===== src/rtl/fdc_pipe_pkg.sv =====
// -----------------------------------------------------------------------------
// fdc_pipe_pkg
// Shared definitions for the fdc_pipe delay line:
//   - fill_width(depth) : width of the FILL counter, clog2(depth+1)
//   - tap_width(depth)  : width of the optional TAP select, max(1, clog2(depth))
//   - stage_op_e / stage_op() : per-edge action decode (SR > CE > hold)
// Optional feature macro used by the top: FDC_PIPE_TAP_EN.
// -----------------------------------------------------------------------------
package fdc_pipe_pkg;

    typedef enum logic [1:0] {
        OP_HOLD  = 2'd0,
        OP_SHIFT = 2'd1,
        OP_SRST  = 2'd2
    } stage_op_e;

    function automatic int fill_width(input int depth);
        return $clog2(depth + 1);
    endfunction

    function automatic int tap_width(input int depth);
        return (depth < 2) ? 1 : $clog2(depth);
    endfunction

    // Synchronous reset outranks the clock enable.
    function automatic stage_op_e stage_op(input logic sr, input logic ce);
        if (sr) return OP_SRST;
        if (ce) return OP_SHIFT;
        return OP_HOLD;
    endfunction

endpackage


===== src/rtl/fdc_stage.sv =====
// -----------------------------------------------------------------------------
// fdc_stage
// One pipeline stage: a WIDTH-bit data register plus its valid bit.
// Async clear loads {INIT, 0}; at a rising clock edge SR loads {INIT, 0},
// otherwise CE loads {d_i, v_i}, otherwise the stage holds.
// Ports:
//   c_i    clock (rising edge)
//   clr_i  asynchronous active-high clear
//   ce_i   clock enable
//   sr_i   synchronous active-high reset
//   d_i    data in          v_i  valid in
//   q_o    registered data  v_o  registered valid
// -----------------------------------------------------------------------------
module fdc_stage
    import fdc_pipe_pkg::*;
#(
    parameter int               WIDTH = 8,
    parameter logic [WIDTH-1:0] INIT  = {WIDTH{1'b0}}
) (
    input  logic             c_i,
    input  logic             clr_i,
    input  logic             ce_i,
    input  logic             sr_i,
    input  logic [WIDTH-1:0] d_i,
    input  logic             v_i,
    output logic [WIDTH-1:0] q_o,
    output logic             v_o
);

    logic [WIDTH-1:0] data_q, data_d;
    logic             vld_q,  vld_d;

    always_comb begin
        data_d = data_q;
        vld_d  = vld_q;
        case (stage_op(sr_i, ce_i))
            OP_SRST: begin
                data_d = INIT;
                vld_d  = 1'b0;
            end
            OP_SHIFT: begin
                data_d = d_i;
                vld_d  = v_i;
            end
            default: ;
        endcase
    end

    always_ff @(posedge c_i or posedge clr_i) begin
        if (clr_i) begin
            data_q <= INIT;
            vld_q  <= 1'b0;
        end else begin
            data_q <= data_d;
            vld_q  <= vld_d;
        end
    end

    assign q_o = data_q;
    assign v_o = vld_q;

endmodule


===== src/rtl/fdc_pipe.sv =====
// -----------------------------------------------------------------------------
// fdc_pipe
// WIDTH-bit x DEPTH-stage stallable delay line with per-stage valid tracking
// and a count of valid stages. Data shifts on every enabled edge regardless
// of VIN; valid is bookkeeping only.
// Ports:
//   C     clock, rising edge
//   CLR   asynchronous active-high clear (all stages to INIT/invalid, FILL=0)
//   CE    clock enable
//   SR    synchronous active-high reset (wins over CE)
//   D     data into stage 0,  VIN  valid qualifier for D
//   Q     data of last stage, VOUT valid of last stage
//   FILL  number of stages holding valid data (0..DEPTH)
// Optional (macro FDC_PIPE_TAP_EN):
//   TAP   stage select
//   TQ/TV combinational data/valid of stage TAP; INIT/0 when TAP >= DEPTH
// -----------------------------------------------------------------------------
module fdc_pipe
    import fdc_pipe_pkg::*;
#(
    parameter int               WIDTH = 8,
    parameter int               DEPTH = 4,
    parameter logic [WIDTH-1:0] INIT  = {WIDTH{1'b0}}
) (
    input  logic                              C,
    input  logic                              CLR,
    input  logic                              CE,
    input  logic                              SR,
    input  logic [WIDTH-1:0]                  D,
    input  logic                              VIN,
    output logic [WIDTH-1:0]                  Q,
    output logic                              VOUT,
    output logic [fill_width(DEPTH)-1:0]      FILL
`ifdef FDC_PIPE_TAP_EN
    ,
    input  logic [tap_width(DEPTH)-1:0]       TAP,
    output logic [WIDTH-1:0]                  TQ,
    output logic                              TV
`endif
);

    localparam int FILL_MAX = DEPTH;
    localparam int FW       = fill_width(DEPTH);

    if (FILL_MAX < 1) begin : g_depth_chk
        $error("fdc_pipe: DEPTH must be at least 1");
    end

    logic [WIDTH-1:0] data_q [DEPTH];
    logic [DEPTH-1:0] vld_q;
    logic [FW-1:0]    fill_q, fill_d;

    // Stage chain: stage 0 takes the inputs, stage i takes stage i-1.
    for (genvar i = 0; i < DEPTH; i++) begin : g_stage
        if (i == 0) begin : g_first
            fdc_stage #(.WIDTH(WIDTH), .INIT(INIT)) u_stage (
                .c_i   (C),
                .clr_i (CLR),
                .ce_i  (CE),
                .sr_i  (SR),
                .d_i   (D),
                .v_i   (VIN),
                .q_o   (data_q[i]),
                .v_o   (vld_q[i])
            );
        end else begin : g_next
            fdc_stage #(.WIDTH(WIDTH), .INIT(INIT)) u_stage (
                .c_i   (C),
                .clr_i (CLR),
                .ce_i  (CE),
                .sr_i  (SR),
                .d_i   (data_q[i-1]),
                .v_i   (vld_q[i-1]),
                .q_o   (data_q[i]),
                .v_o   (vld_q[i])
            );
        end
    end

    // Fill counter: one valid enters with VIN while the old last-stage valid
    // leaves, so the count stays within 0..DEPTH without saturation logic.
    always_comb begin
        fill_d = fill_q;
        case (stage_op(SR, CE))
            OP_SRST:  fill_d = '0;
            OP_SHIFT: fill_d = fill_q + FW'(VIN) - FW'(vld_q[DEPTH-1]);
            default:  ;
        endcase
    end

    always_ff @(posedge C or posedge CLR) begin
        if (CLR) begin
            fill_q <= '0;
        end else begin
            fill_q <= fill_d;
        end
    end

    assign Q    = data_q[DEPTH-1];
    assign VOUT = vld_q[DEPTH-1];
    assign FILL = fill_q;

`ifdef FDC_PIPE_TAP_EN
    localparam int TW = tap_width(DEPTH);

    // Compare against every legal index so an out-of-range select simply
    // matches nothing and falls back to INIT/invalid.
    always_comb begin
        TQ = INIT;
        TV = 1'b0;
        for (int i = 0; i < DEPTH; i++) begin
            if (TAP == TW'(i)) begin
                TQ = data_q[i];
                TV = vld_q[i];
            end
        end
    end
`endif

endmodule


===== config.mk =====
export PLATFORM = sky130hd
export DESIGN_NAME = fdc_pipe
export DESIGN_NICKNAME = d
export VERILOG_FILES = /design/src/rtl/fdc_pipe_pkg.sv /design/src/rtl/fdc_stage.sv /design/src/rtl/fdc_pipe.sv
export SDC_FILE = /design/constraint.sdc
export NUM_CORES = 1
export LEC_CHECK = 0
export ABC_CLOCK_PERIOD_IN_PS = 2500
export CAP_MARGIN = 10
export CORE_ASPECT_RATIO = 0.8
export CORE_UTILIZATION = 53
export DETAILED_ROUTE_END_ITERATION = 7
export PLACE_DENSITY = 0.83
export SETUP_SLACK_MARGIN = 0.3
export SLEW_MARGIN = 20
export SYNTH_ARGS = -nofsm -noshare
export SYNTH_HDL_FRONTEND = slang
export SYNTH_SLANG_ARGS = --single-unit

===== constraint.sdc =====
create_clock -name C -period 2.5 [get_ports C]
set_input_delay 0.25 -clock C [delete_from_list [all_inputs] [get_ports C]]
set_output_delay 0.25 -clock C [all_outputs]
set_load 0.01 [all_outputs]

==> results.txt <==
Synthesized net count: 160. The run gives 0.001314 W as the sum of internal, switching and leakage power. Prior to clock tree synthesis, the placed netlist has a worst setup slack of 0.5253 ns. The starting utilization of the core area was 0.5612; the number of antenna repair diodes was 0.

The proportion of synthesized chip area in sequential cells was 0.5556; the remaining number of nets flagged by the antenna check after routing was 0. The longest clock path from root to sink contains 2 buffers. For this design the top-level I/O count stands at 25. For this run, the slowest stage of the critical path takes 0.40 ns. The routability congestion estimate from global placement was 0.6682; the flip-flop and latch count after synthesis was 39.

Library cell occupying the most area in the post-synthesis netlist: sky130_fd_sc_hd__dfrtp_1. The port buffer count was 24; the buffers inserted during post-CTS setup optimization was 0. Hold repair after CTS inserted 0 buffers. The floorplan die height came out at 53.50 µm. The critical path is of the reg2reg type.

Dividing the detail-routed wire length by the instance count gives 13.13 µm. In this run the cell area of the synthesized design comes to 1757 µm². In this run, the number of DRC markers left after iteration 0 of detailed routing was 36.

The logs give 0 for the quantity of gates resized following cts and 262 for the number of fill cells in the layout. The worst setup path is captured at a register. TritonCTS built the clock tree. Entering global routing, the biggest net connects 40 pins. The via density per instance came out at 5.010. Summed over all cells, the static leakage comes to 1.037 nW. For the total iterations of the first detailed-routing run, the log shows 4. Ranked by total cell area, the synthesized netlist is headed by sky130_fd_sc_hd__dfrtp_1, sky130_fd_sc_hd__mux2i_1, sky130_fd_sc_hd__nor2_1.

The least setup slack across all paths after layout came out at 0.5840 ns. The total buffers and inverters traversed by the critical path is 2. For the sum of negative setup slack, the log shows 0 ns. Standard cell with the maximum stage delay on the critical path: sky130_fd_sc_hd__dfrtp_1. The final standard cell count with taps included and fillers excluded came out at 202. Root buffer selected by CTS: sky130_fd_sc_hd__clkbuf_8. Power spread over the standard cell area amounts to 646.1 nW/µm². The transition time at the pin with the least slew margin is 0.6205 ns. The logs give 194 for the number of placed instances, taps included and 1012 for the number of vias after detailed routing. The tightest min-delay check is of the in2async type. Clock transition at the registers of the reported paths: 0.07 ns. The tools report the worst path required time as 2.68 ns.

The library cell used most frequently in the layout, excluding fill and tap cells, is sky130_fd_sc_hd__dfrtp_1. The logs give 18 for the count of distinct cell types in the synthesized netlist and 144 for the count of mapped cells out of synthesis. The number of clock sinks seen by CTS was 39.

The post-synthesis area per instance was 12.20 µm²; the detailed-route wire length was 2.653 mm. The floorplan step defined a die boundary enclosing 3550 µm². The critical path goes through ha_1, inv_1, ha_1, inv_1, fa_1, xor2_1, a21oi_1, a31o_1. The via count of the first global-routing pass came out at 1041.

For this run, design rule violations remaining after detail routing come to 0. Counting I/O delays and the setup requirement, the final critical path takes 1.916 ns. The tools report the number of nets in the layout as 177. The number of clock buffers inserted by TritonCTS is 5, and the achievable clock frequency is 521.9 MHz. From synthesis to final layout, the design area changed by 15.81%. The floorplan step set the die width to 66.37 µm.

The final-report hold violation count was 0; the largest fanout of any net on the critical path was 3. The run finished with clean final reports. Kind of cell adding the most delay to the critical path: adder cells.

Setup repair after global routing left no endpoint under its margin. Across the run, the number of max-cap violations was 0. The largest voltage drop on the vdd net came out at 0.4447 mV. The later pin in the worst-skew pair is clocked with a latency of 0.28 ns.

The run gives 0 as the final number of max-transition violations. The part of the cycle the worst path needs was 0.7664. The fraction of layout instances using a drive strength above 1 came out at 0.08642. The share of Yosys cell area claimed by the top area cell type was 0.5556. The library cells used most frequently in the layout, excluding fill and tap cells, are sky130_fd_sc_hd__dfrtp_1, sky130_fd_sc_hd__nor2_1, sky130_fd_sc_hd__mux2i_1.

Data on the critical path arrives at its endpoint at 2.09 ns. The HPWL after detailed placement is 1.825 mm. The site row count was 18; the headroom to the max-slew limit was 0.5863. The startpoint type of the worst setup path was a register. Setup violations remaining at the end of the flow were counted as 0. The logs give 4.450 mm for the global-route wire length before repair and 0 for the remaining global-route overflow.

The logs give 0 for the number of antenna violations at the first check in global routing and 2 for the number of H-tree levels. For the final database, setup skew stands at 0.006170 ns. The logs give 3131 µm² for the core outline area and 0.1812 for the total track usage.

The total number of yosys warnings came out at 0.
-- Yosys cell counts --
| cell | n |
|---|---|
| sky130_fd_sc_hd__a211oi_2 | 1 |
| sky130_fd_sc_hd__a21oi_1 | 1 |
| sky130_fd_sc_hd__a31o_1 | 1 |
| sky130_fd_sc_hd__buf_12 | 1 |
| sky130_fd_sc_hd__buf_2 | 1 |
| sky130_fd_sc_hd__buf_4 | 10 |
| sky130_fd_sc_hd__buf_6 | 1 |
| sky130_fd_sc_hd__buf_8 | 3 |
| sky130_fd_sc_hd__clkbuf_1 | 1 |
| sky130_fd_sc_hd__dfrtp_1 | 39 |
| sky130_fd_sc_hd__fa_1 | 1 |
| sky130_fd_sc_hd__ha_1 | 2 |
| sky130_fd_sc_hd__inv_1 | 4 |
| sky130_fd_sc_hd__mux2i_1 | 37 |
| sky130_fd_sc_hd__nand2b_1 | 1 |
| sky130_fd_sc_hd__nor2_1 | 38 |
| sky130_fd_sc_hd__nor2_2 | 1 |
| sky130_fd_sc_hd__xor2_1 | 1 |
-- cell type report --
type / instances / area, µm² / area share
clock buffers: 6 / 82.58 / 0.04059
clock inverters: 2 / 35.03 / 0.01722
inverters: 4 / 15.01 / 0.007380
multi-input cells: 84 / 605.6 / 0.2977
flip-flops and latches: 39 / 975.9 / 0.4797
well taps: 40 / 50.05 / 0.02460
repair buffers: 27 / 270.3 / 0.1328
-- report_power, final --
| group | switching, W | internal [W] | leakage [nW] |
|---|---|---|---|
| clock | 0.000201 | 0.000323 | 0.0612 |
| combinational | 0.0000642 | 0.0000617 | 0.442 |
| sequential | 0.0000135 | 0.000651 | 0.534 |
-- worst register-to-register path, delay by kind of cell, from the launching register on --
| kind | cells | cell delay [ns] |
|---|---|---|
| adders and majority gates | 3 | 0.80 |
| xor gates and xnor gates | 1 | 0.20 |
| AOI/OAI and AO/OA | 2 | 0.31 |
| DFF | 1 | 0.40 |
| buffers and inverters | 2 | 0.10 |
-- per-stage QoR --
| step | util | hold slack (ns) | cell area (µm²) |
|---|---|---|---|
| final | 0.6499 | 0.3781 | 2034 |
| after detailed placement | 0.6123 | 0.5123 | 1917 |
| after global routing | 0.6499 | 0.4610 | 2034 |
| after floorplan | - | 0.4063 | 1757 |
| after global placement | 0.6123 | 0.5028 | 1917 |
| after CTS | 0.6499 | 0.3925 | 2034 |
-- kinds of logic after synthesis --
logic type,after synthesis,synth area share
flops,39,0.5556
fa+ha+maj,3,0.02564
compound gates,3,0.01495
simple gates,40,0.08833
mux,37,0.2108
xor+xnor,1,0.004987
buf+inv,21,0.09970
-- final timing paths --
kind | slack [ns] | cells past startpoint | startpoint | end
setup / recovery | 0.58 | 8 | g_stage[3].g_next.u_stage.v_o$_DFFE_PP0P_ | FILL[2]$_DFFE_PP0P_
hold / removal | 0.38 | 3 | CLR | g_stage[0].g_first.u_stage.q_o[1]$_DFFE_PP0P_
setup reg to reg | 0.58 | 8 | g_stage[3].g_next.u_stage.v_o$_DFFE_PP0P_ | FILL[2]$_DFFE_PP0P_
hold reg to reg | 0.52 | 2 | g_stage[0].g_first.u_stage.q_o[7]$_DFFE_PP0P_ | g_stage[0].g_first.u_stage.q_o[7]$_DFFE_PP0P_
max in group asynchronous | 1.80 | 3 | CLR | g_stage[2].g_next.u_stage.q_o[4]$_DFFE_PP0P_
min in group C | 0.52 | 2 | g_stage[0].g_first.u_stage.q_o[7]$_DFFE_PP0P_ | g_stage[0].g_first.u_stage.q_o[7]$_DFFE_PP0P_
-- sequential cells by signal, indices dropped and copies added, names as in the netlist --
register	count
g_stage.g_next.u_stage.q_o	24
FILL	3
g_stage.g_first.u_stage.v_o	1
g_stage.g_first.u_stage.q_o	8
g_stage.g_next.u_stage.v_o	3
-- metal layers --
layer	vias to the layer above	GRT usage	routed length (µm)	share of wire
met3	5	0.05172	103	0.039
met1	494	0.1964	1145	0.43
met5	-	0	0	0
li1	495	-	-	-
met2	18	0.3231	1371	0.52
met4	0	0.09574	34	0.013
Power figures use the tool's default switching activity.
